**config.mk**
```make
export PLATFORM = sky130hd
export DESIGN_NAME = mux_nto1_stream
export DESIGN_NICKNAME = d
export VERILOG_FILES = /design/src/rtl/mux_pkg.sv /design/src/rtl/mux_nto1_stream_rr_pick.sv /design/src/rtl/mux_nto1_stream.sv
export SDC_FILE = /design/constraint.sdc
export NUM_CORES = 1
export LEC_CHECK = 0
export ABC_CLOCK_PERIOD_IN_PS = 2700
export CORE_MARGIN = 3
export CORE_UTILIZATION = 38
export CTS_CLUSTER_SIZE = 10
export DETAILED_ROUTE_END_ITERATION = 10
export PLACE_DENSITY = 0.84
export SLEW_MARGIN = 20
export SYNTH_ARGS = -nofsm -noshare
export SYNTH_HDL_FRONTEND = slang
export SYNTH_SLANG_ARGS = --single-unit
```
**constraint.sdc**
```tcl
create_clock -name clk -period 2.7 [get_ports clk]
set_input_delay 0.27 -clock clk [delete_from_list [all_inputs] [get_ports clk]]
set_output_delay 0.27 -clock clk [all_outputs]
set_load 0.02 [all_outputs]
```
**src/rtl/mux_pkg.sv**
```systemverilog
// Shared constants for the N:1 stream multiplexer: runtime mode and output FSM encoding.
package mux_pkg;
  localparam logic       MODE_SEL = 1'b0;
  localparam logic       MODE_RR  = 1'b1;
  localparam logic [0:0] ST_EMPTY = 1'b0;
  localparam logic [0:0] ST_FULL  = 1'b1;
endpackage

```
**src/rtl/mux_nto1_stream_rr_pick.sv**
```systemverilog
// Combinational rotate-priority picker: first requester after ptr, wrapping mod N.
module rr_pick #(
  parameter  int N    = 4,
  localparam int SELW = $clog2(N)
) (
  input  logic [N-1:0]    req,
  input  logic [SELW-1:0] ptr,
  output logic            gnt_vld,
  output logic [SELW-1:0] gnt_idx
);
  logic [SELW-1:0] w_c;

  // Scan from the farthest candidate (ptr+N) to the nearest (ptr+1); the last hit wins.
  always_comb begin
    gnt_vld = 1'b0;
    gnt_idx = '0;
    w_c     = '0;
    for (int i = N; i >= 1; i--) begin
      w_c = SELW'((int'(ptr) + i) % N);
      if (req[w_c]) begin
        gnt_vld = 1'b1;
        gnt_idx = w_c;
      end
    end
  end
endmodule

```
**src/rtl/mux_nto1_stream.sv**
```systemverilog
// N-channel W-bit registered stream mux; SEL or round-robin grant, one-beat output register.
module mux_nto1_stream
  import mux_pkg::*;
#(
  parameter  int N    = 4,
  parameter  int W    = 8,
  localparam int SELW = $clog2(N)
) (
  input  logic              clk,
  input  logic              rst,
  input  logic              mode,
  input  logic [SELW-1:0]   sel,
  input  logic [N*W-1:0]    in_data,
  input  logic [N-1:0]      in_valid,
  output logic [N-1:0]      in_ready,
  output logic [W-1:0]      out_data,
  output logic [SELW-1:0]   out_ch,
  output logic              out_valid,
  input  logic              out_ready,
  output logic [0:0]        dbg_state
);
  logic [0:0]      r_state;
  logic [SELW-1:0] r_ptr;
  logic [W-1:0]    r_out_data;
  logic [SELW-1:0] r_out_ch;

  logic            w_load;
  logic            w_rr_vld;
  logic [SELW-1:0] w_rr_idx;
  logic            w_sel_vld;
  logic            w_gnt_vld;
  logic [SELW-1:0] w_gnt_idx;
  logic [N-1:0]    w_in_ready;

  rr_pick #(.N(N)) u_rr_pick (
    .req     (in_valid),
    .ptr     (r_ptr),
    .gnt_vld (w_rr_vld),
    .gnt_idx (w_rr_idx)
  );

  assign out_valid = (r_state == ST_FULL);
  assign w_load    = (r_state == ST_EMPTY) | (out_valid & out_ready);
  assign w_sel_vld = (int'(sel) < N) && in_valid[sel];

  // Grants are suppressed while rst is high so no producer sees ready during reset.
  assign w_gnt_vld = w_load & ~rst & ((mode == MODE_RR) ? w_rr_vld : w_sel_vld);
  assign w_gnt_idx = (mode == MODE_RR) ? w_rr_idx : sel;

  always_comb begin
    w_in_ready = '0;
    if (w_gnt_vld) w_in_ready[w_gnt_idx] = 1'b1;
  end
  assign in_ready = w_in_ready;

  always_ff @(posedge clk or posedge rst) begin
    if (rst) begin
      r_state    <= ST_EMPTY;
      r_ptr      <= SELW'(N - 1);
      r_out_data <= '0;
      r_out_ch   <= '0;
    end else if (w_load) begin
      if (w_gnt_vld) begin
        r_state    <= ST_FULL;
        r_ptr      <= w_gnt_idx;
        r_out_data <= in_data[w_gnt_idx*W +: W];
        r_out_ch   <= w_gnt_idx;
      end else begin
        r_state <= ST_EMPTY;
      end
    end
  end

  assign out_data  = r_out_data;
  assign out_ch    = r_out_ch;
  assign dbg_state = r_state;
endmodule
```
==> reports/results.tsv <==
stage	metric	value	unit
run_status	status	completed	
route	viasPerCell	5.37	
clocking	cts_buffers	3	
worst_setup_path	r2r_slack	570	ps
floorplanning	start_util	42.8	%
yosys	yosysTopAreaCell	dfrtp_1	
route	drc	0	
yosys	synthCells	92	
floorplanning	die_w	54.5	µm
timing	layout_min_cycle_time	2430	ps
worst_setup_path	reg2reg_from	r_ptr[1]	
global_route	grt_pass1_wl	4370	µm
global_route	grt_pass1_vias	994	
clocking	htreeDepth	1	
worst_hold_path	hp-class	in2async	
yosys	ys_warn_count	0	
yosys	synth-seq-cells	13	
worst_setup_path	endpoint_kind	primary output	
final_layout	areaGrowthSynthToFinish	77.7	%
timing	final-setup-viol-count	0	
timing	setup_ws	267	ps
timing	max_slew_margin	76.1	%
worst_setup_path	cp-start-kind	primary input	
run	cap_violations	0	
yosys	syn_area	892	µm²
final_layout	drive_gt1_share	14.1	%
placement	gp_congestion	0.742	
power_and_ir_drop	peakVddDrop	0.000458	V
route	antenna_left	0	
route	dr.pass1.iters	4	
placement	post-place-ws	-94.4	ps
final_layout	layout.nets	199	
yosys	avgSynthCellArea	9.70	µm²
timing	clock.fmax	411	MHz
clocking	max-clock-path-buffers	2	
route	via_count	982	
final_layout	mostFrequentLayoutCell	clkdlybuf4s50_1	
floorplanning	die_h	54.5	µm
floorplanning	ios	58	
clocking	cts_root_buf	clkbuf_4	
worst_setup_path	reg2reg_depth	6	
power_and_ir_drop	p_leak	0.736	nW
floorplanning	fp.coreArea	2080	µm²
placement	post-dp-hpwl	2190	µm
clocking	cts_num_sinks	13	
timing	rsz0062_at_grt	false	
worst_setup_path	slowest_stage	clkdlybuf4s50_1	
floorplanning	row_count	16	
route	routedWlPerCell	16.0	µm
yosys	synth_top_area_share	30.9	%
timing	layout_worst_path_cycle_share	90.1	%
worst_setup_path	cp_max_fo	7	
yosys	ys_seq_area_share	36.7	%
global_route	antenna_found_initial	0	
final_layout	n_antenna_cell	0	
timing	worst_clock_skew	1.46	ps
clocking	cts_tree	yes	
route	wl	2930	µm
clocking	insertion_delay	290	ps
clocking	clk_pin_slew_worst_paths	90	ps
yosys	ys_types	26	
route	first_iter_violations	18	
timing	hold_viol	0	
power_and_ir_drop	powerDensity	554	nW/µm²
yosys	syn_nets	134	
worst_setup_path	arrival	2160	ps
floorplanning	fp.dieArea	2960	µm²
placement	placed_cells	178	
worst_setup_path	cp.required	2430	ps
final_layout	final_cells	183	
timing	worst_slew_pin_slew	359	ps
worst_setup_path	max_stage_delay	590	ps
timing	finalMaxSlewViolations	0	
placement	port_buffers	57	
yosys	synthTopCellsByArea	dfrtp_1 (31%), mux2i_1 (20%), o221ai_1 (8.8%)	
worst_setup_path	cp_cell_sequence	clkdlybuf4s50_1, mux2i_1, a32oi_1, o2111ai_1, or2_2, nor2b_1, dlygate4sd2_1	
final_layout	layout_common_cells	clkdlybuf4s50_1 (52), mux2i_1 (18), nand2_1 (11), dfrtp_1 (11)	
global_route	gr-total-overflow	0	
worst_setup_path	rr_endpoint	out_data[0]	
global_route	grt_max_degree	15	
worst_setup_path	crit_type	in2out	
global_route	globalRouteTotalUtil	20.8	%
## flip-flops by register name, indices dropped and copies added (netlist names)
name and count:
out_data 8, dbg_state 1, out_ch 2, r_ptr 2
## routing by layer
metal | global-route usage (%) | part of all wire (%) | up-vias
met1 | 25.1 | 40 | 471
met3 | 4.09 | 6.0 | 6
li1 | - | - | 470
met5 | 0 | 0 | -
met2 | 35.1 | 52 | 35
met4 | 10.4 | 2.2 | 0
## metrics by stage
stage	util, %	power, mW	TNS (ps)	instance area (µm²)	hold slack (ps)
detailed placement	73.3	0.740	-330	1530	474
global placement	73.3	0.727	-43.9	1530	470
CTS	75.4	0.881	0	1570	296
global route	76.1	0.935	0	1590	312
finish	76.1	0.878	0	1590	298
floorplan	-	0.522	0	892	154
## critical path, delay by kind of cell
kind | cells | cell delay (ps)
buffers and inverters | 2 | 930
AND/OR/NAND/NOR | 2 | 480
AO/OA/AOI/OAI | 2 | 380
multiplexers | 1 | 100
## where the power goes
group | switching (mW) | total [mW] | internal [mW]
clock network | 0.0724 | 0.130 | 0.0575
registers | 0.0448 | 0.300 | 0.255
logic | 0.210 | 0.449 | 0.239
total | 0.327 | 0.878 | 0.552
## logic make-up (layout without fill, tap and decap cells)
group	after synthesis	count (layout)	synth area share, %
compound gates	23	23	21.9
buf+inv	12	76	7.15
flops	13	13	36.7
mux	18	18	20.2
simple gates	26	26	14.0
## synth_stat cells, drive strengths merged
cell and count:
o2111ai 1, o21ai 3, nand3b 1, or2 1, a21boi 2, a21oi 1
buf 3, nand2b 1, inv 6, dfrtp 11, or3b 1, a311oi 1
mux2i 18, nor2 6, a31oi 1, o221ai 9, nor3b 1, nand2 11
nor2b 4, o211ai 1, a21bo 2, clkbuf 3, a32oi 1, a2111oi 1
dfstp 2
## worst max-delay path by stage
stage          cells after the start        start          end  slack, ps
4_1_cts                            6  in_valid[1]  in_ready[0]          8
6_report                           7  in_valid[0]  in_ready[2]        270
2_1_floorplan                      5     r_ptr[1]  in_ready[0]        670
3_5_place_dp                       6  in_valid[1]  in_ready[0]        -90
3_3_place_gp                       6  in_valid[1]  in_ready[0]        -30
5_1_grt                            7  in_valid[0]  in_ready[2]        130
## area by class of cell
cell class | count | area [µm²]
well taps | 27 | 33.8
multi-input cells | 67 | 532
clock buffers | 4 | 26.3
inverters | 6 | 22.5
flip-flops and latches | 13 | 328
repair buffers | 66 | 643
fillers | 154 | 497
## repair_timing
action,in CTS,in global routing
resized for setup,3,5
buffers inserted,1,0
endpoints found under the setup margin,4,2
hold buffers,0,0
pin swaps,1,1
cloned,0,0
Power figures use the tool's default switching activity.
